<file path="src/rtl/counter_updown_modulus_param.sv">
// Modulo-MODULUS up/down counter with clear, clamped parallel load, a
// combinational terminal count for cascading and a registered wrap pulse.
module counter_updown_modulus_param #(
    parameter int unsigned      WIDTH      = 8,
    parameter longint unsigned  MODULUS    = 47,
    parameter int unsigned      LOAD_CLAMP = 1
) (
    input  logic             clk,
    input  logic             reset_ah_in,
    input  logic             clear_in,
    input  logic             load_in,
    input  logic [WIDTH-1:0] d_in,
    input  logic             en_in,
    input  logic             up_in,
    output logic [WIDTH-1:0] q_out,
    output logic             tc_out,
    output logic             wrap_out
);

    if ((WIDTH < 32'd2) || (WIDTH > 32'd32) || (MODULUS < 64'd2) ||
        (MODULUS > (64'd1 << WIDTH))) begin : g_bad_params
        $fatal(1, "counter_updown_modulus_param: WIDTH or MODULUS out of range");
    end

    localparam logic [WIDTH-1:0] MAX_C   = WIDTH'(MODULUS - 64'd1);
    localparam logic [WIDTH-1:0] ZERO_C  = '0;
    localparam logic [WIDTH-1:0] ONE_C   = WIDTH'(64'd1);
    // Out-of-range loads collapse to either end of the count sequence.
    localparam logic [WIDTH-1:0] CLAMP_C = (LOAD_CLAMP != 32'd0) ? MAX_C : ZERO_C;

    logic [WIDTH-1:0] q_q;
    logic [WIDTH-1:0] q_d;
    logic             wrap_q;
    logic             wrap_d;
    logic             at_max_s;
    logic             at_zero_s;
    logic             load_ok_s;

    assign at_max_s  = (q_q == MAX_C);
    assign at_zero_s = (q_q == ZERO_C);
    assign load_ok_s = (64'(d_in) < MODULUS);

    // Next-state selection in priority order: clear, load, count, hold.
    always_comb begin
        q_d    = q_q;
        wrap_d = 1'b0;
        if (clear_in) begin
            q_d    = ZERO_C;
            wrap_d = 1'b0;
        end else if (load_in) begin
            if (load_ok_s) begin
                q_d = d_in;
            end else begin
                q_d = CLAMP_C;
            end
            wrap_d = 1'b0;
        end else if (en_in) begin
            if (up_in) begin
                if (at_max_s) begin
                    q_d    = ZERO_C;
                    wrap_d = 1'b1;
                end else begin
                    q_d    = q_q + ONE_C;
                    wrap_d = 1'b0;
                end
            end else begin
                if (at_zero_s) begin
                    q_d    = MAX_C;
                    wrap_d = 1'b1;
                end else begin
                    q_d    = q_q - ONE_C;
                    wrap_d = 1'b0;
                end
            end
        end else begin
            q_d    = q_q;
            wrap_d = 1'b0;
        end
    end

    // Count and wrap registers with asynchronous reset.
    always_ff @(posedge clk or posedge reset_ah_in) begin
        if (reset_ah_in) begin
            q_q    <= ZERO_C;
            wrap_q <= 1'b0;
        end else begin
            q_q    <= q_d;
            wrap_q <= wrap_d;
        end
    end

    // High only when the coming edge is an enabled count that wraps.
    assign tc_out   = en_in & ~clear_in & ~load_in &
                      ((up_in & at_max_s) | (~up_in & at_zero_s));
    assign q_out    = q_q;
    assign wrap_out = wrap_q;

endmodule
</file>
<file path="config.mk">
export PLATFORM = sky130hd
export DESIGN_NAME = counter_updown_modulus_param
export DESIGN_NICKNAME = d
export VERILOG_FILES = /design/src/rtl/counter_updown_modulus_param.sv
export SDC_FILE = /design/constraint.sdc
export NUM_CORES = 1
export LEC_CHECK = 0
export ABC_AREA = 1
export CAP_MARGIN = 20
export CELL_PAD_IN_SITES_DETAIL_PLACEMENT = 1
export CELL_PAD_IN_SITES_GLOBAL_PLACEMENT = 2
export CORE_MARGIN = 2
export CORE_UTILIZATION = 26
export DETAILED_ROUTE_END_ITERATION = 8
export GPL_TIMING_DRIVEN = 1
export PLACE_DENSITY = 0.86
export RECOVER_POWER = 50
export SLEW_MARGIN = 20
export SYNTH_ARGS = -nofsm -noshare
export SYNTH_HDL_FRONTEND = slang
export SYNTH_SLANG_ARGS = --single-unit
</file>
<file path="constraint.sdc">
create_clock -name clk -period 2.9 [get_ports clk]
set_input_delay 0.725 -clock clk [delete_from_list [all_inputs] [get_ports clk]]
set_output_delay 0.725 -clock clk [all_outputs]
set_load 0.05 [all_outputs]
</file>
# == Word level (Yosys, flattened, before mapping) ==
# Index checks and enable logic that the tools add are counted.
# Widths: inputs -> output; s select.
# op_classes
order_cmp,1
muxes,13
n_bitwise,9
addsub,2
reduce_logical,2
eq_ne,1
# op_table
cell,count
$mux 8,7
$add 8x1->8 const B,1
$eq 8x6->1 const B,1
$logic_not 8->1,1
$lt 8x6->1 const B,1
$sub 8x1->8 const B,1
$mux 1,6
$and 1x1->1,5
$not 1->1,3
$reduce_bool 3->1,1
$or 1x1->1,1
# totals
output_inout_bits,10
regBits,9

# == Longest topological paths before layout ==
# logic_depth
word_depth,6
depth_mapped,11
mapped_depth_nobuf,11

# == Least setup slack after synthesis ==
# Ideal clock, no wire load.
# synth_path
path_type,register to output
startpoint,"register q_q[0], in the netlist q_out[0]"
endpoint,output port tc_out
required_ps,2175
path_stages_with_launch,9
arrival_ps,2047
slack_ps,128
cell_sequence,dfrtp_1 > inv_1 > ha_1 > inv_1 > nor2_1 > nand3_1 > nand2_1 > o21ai_2 > nor2_1
# synth_between
elab_chain_len,4
# synth_lines
item,line,text
"start, declared",31,logic [WIDTH-1:0] q_q;
"start signal, assigned",87,q_q <= q_d;
$eq 8x6->1 / $logic_not 8->1 (equally long branches),"39, 40",
$and 1x1->1,94,((up_in & at_max_s) | (~up_in & at_zero_s));
$or 1x1->1 *,94,
$and 1x1->1 *,93,assign tc_out = en_in & ~clear_in & ~load_in &
"end, declared",16,"output logic tc_out,"
# Every way passes the cells marked *; elsewhere a longest branch is shown, timed or not.

# == Worst setup path after layout ==
# layout_path
startpoint,input port load_in
endpoint,output port tc_out
# layout_between
elab_chain_len,3
# layout_lines
item,line,text
"start, declared",11,"input logic load_in,"
$not 1->1,93,
$and 1x1->1 (2 in series),93,
# Every way passes these cells.

==> results.yml <==
run_status:
  status: "completed"
run:
  cap_violations: 0
cells_and_area:
  final_cell_mix: "nand2_1, nand3_1, inv_1"
  synthToLayoutAreaGrowth_pct: 33.2
  nets: 207
  drive_above_1_share: 0.0688
  final_util: 0.354
  final_common_cell: "nand2_1"
  antenna_cells: 0
worst_setup_path:
  end_kind: "primary output"
  reg2reg_depth: 10
  cp_max_fo: 6
  worstSetupPathType: "in2out"
  arrival_ns: 2.00
  cp.required_ns: 2.17
  rrSetupSlack_ns: 1.16
  critPathLaunchType: "primary input"
sta:
  clock_skew_ns: 0.000346
  post-route-min-period_ns: 2.73
  hold_slack_ns: 0.595
  rsz0062_at_grt: "false"
  tightest_slew_ns: 0.504
  finalHoldViolCount: 0
  setup_ws_ns: 0.171
  setup_violations: 0
  tns_ns: 0
  post-route-period-util: 0.941
  finalMaxSlewViolations: 0
  fmax_mhz: 366
  slew_headroom: 0.663
clocking:
  clockRootBuffer: "clkbuf_8"
  cts_tree: "done"
  ctsHoldBuffers: 0
  clkSlewWorstSetupHoldPaths_ns: 0.05
  clk_latency_ns: 0.24
  htree_levels: 1
  cts-resized-gates: 0
  cts_made_buffers: 3
  cts_buffer_depth: 2
  clkSinkCount: 9
  post_cts_buffers: 0
pwr:
  pwr-share-seq: 0.311
  swShare: 0.402
  powerDensity_mw_per_mm2: 400
  p_leak_nw: 0.645
  combPwrFrac: 0.392
  p_int_uw: 305
  finalPower_uw: 510
  clockPowerShare: 0.297
  peakVddDrop_v: 0.000192
  power.switching_uw: 205
logic_synthesis:
  synth_cells: 164
  seq_area_frac_synth: 0.235
  synth_fp_nets: 181
  synth-seq-cells: 9
  syn_area_um2: 957
  synth.avg_cell_area_um2: 5.84
  yosysWarnings: 0
  synthDistinctLibCells: 22
hold_path:
  hp-class: "reg2reg"
  min_delay_path_depth: 2
route:
  first_pass_iters: 4
  vias: 1117
  drc_errors: 0
  wl_per_cell_um: 13.0
  ant_nets: 0
  drt-initial-drc-count: 74
  vias_per_cell: 4.71
  wl_um: 3090
grt:
  grt_pass1_wl_um: 5340
  track_usage: 0.166
  antenna_found_initial: 0
  grt_max_degree: 11
  grt_pass1_vias: 1201
  grt-ovfl-total: 0
place:
  port_buffers: 23
  routabilityCongestion: 0.823
  preCtsSetupSlack_ns: 0.266
  hpwl_um: 2580
die:
  core_area_mm2: 0.00361
  dieArea_mm2: 0.00418
  die_y_um: 64.7
  dieWidth_um: 64.7
  start_util: 0.265
  io_pins: 24
  num_rows: 22
through the flow:
| stage | std cells | area (µm²) |
|---|---|---|
| 2_1_floorplan | 164 | 957 |
| 3_3_place_gp | 233 | 1230 |
| 3_5_place_dp | 233 | 1230 |
| 4_1_cts | 237 | 1280 |
| 5_1_grt | 237 | 1270 |
| 6_report | 237 | 1270 |
Yosys cell counts:
cell type / n / area [µm²]
o21ai_2: 1 / 8.76
nand2_1: 58 / 218
nand2_2: 1 / 6.26
dfrtp_1: 9 / 225
nand3b_1: 2 / 15.0
buf_6: 2 / 22.5
nor2_1: 18 / 67.6
o21ai_0: 4 / 20.0
nand3_2: 1 / 10.0
a21oi_1: 4 / 20.0
nand4_1: 2 / 12.5
nor3_1: 2 / 10.0
nor2_4: 2 / 22.5
nand3_1: 22 / 110
o21ai_1: 3 / 15.0
buf_4: 1 / 7.51
xor2_1: 2 / 17.5
inv_1: 20 / 75.1
ha_1: 3 / 37.5
inv_2: 3 / 11.3
a31oi_1: 1 / 6.26
nor2_2: 3 / 18.8
registers in the layout, indices dropped and copies added, names as in the netlist:
| name | count |
|---|---|
| q_out | 8 |
| wrap_out | 1 |
critical path: stages:
cell	delay, ns
dlygate4sd3_1	0.62
nor2_1	0.17
nand2_1	0.10
nor2_1	0.22
buf_12	0.17
worst paths after layout:
check                                startpoint                   end
min reg2reg                q_out[7]$_DFFE_PP0P_  q_out[7]$_DFFE_PP0P_
min                        q_out[7]$_DFFE_PP0P_  q_out[7]$_DFFE_PP0P_
max reg2reg                q_out[0]$_DFFE_PP0P_  q_out[6]$_DFFE_PP0P_
max                                     load_in                tc_out
max in group asynchronous           reset_ah_in  q_out[0]$_DFFE_PP0P_
min in group asynchronous           reset_ah_in  q_out[5]$_DFFE_PP0P_
power groups by stage:
stage	logic [mW]	registers (mW)	clock network (mW)
global route	0.225	0.161	0.157
CTS	0.204	0.158	0.155
floorplan	0.113	0.181	0
finish	0.200	0.158	0.151
global placement	0.198	0.159	0
detailed placement	0.203	0.160	0
metal layers:
layer | vias up | GRT usage | part of all wire
li1 | 566 | - | -
met1 | 524 | 0.188 | 0.42
met2 | 22 | 0.314 | 0.53
met3 | 5 | 0.0156 | 0.032
met4 | 0 | 0.0745 | 0.018
met5 | - | 0 | 0
logic make-up after synthesis:
kind of cell,Yosys count,synth area share
flops,9,0.235
buf+inv,26,0.122
compound gates,13,0.0732
xor+xnor,2,0.0183
simple gates,111,0.512
fa+ha+maj,3,0.0392
layout make-up:
cell class,instances,area (µm²)
clock buffers,4,45.0
inverters,23,86.3
fillers,496,2330
repair buffers,24,248
well taps,48,60.1
flip-flops and latches,9,225
multi-input cells,129,611
Power figures use the tool's default switching activity.
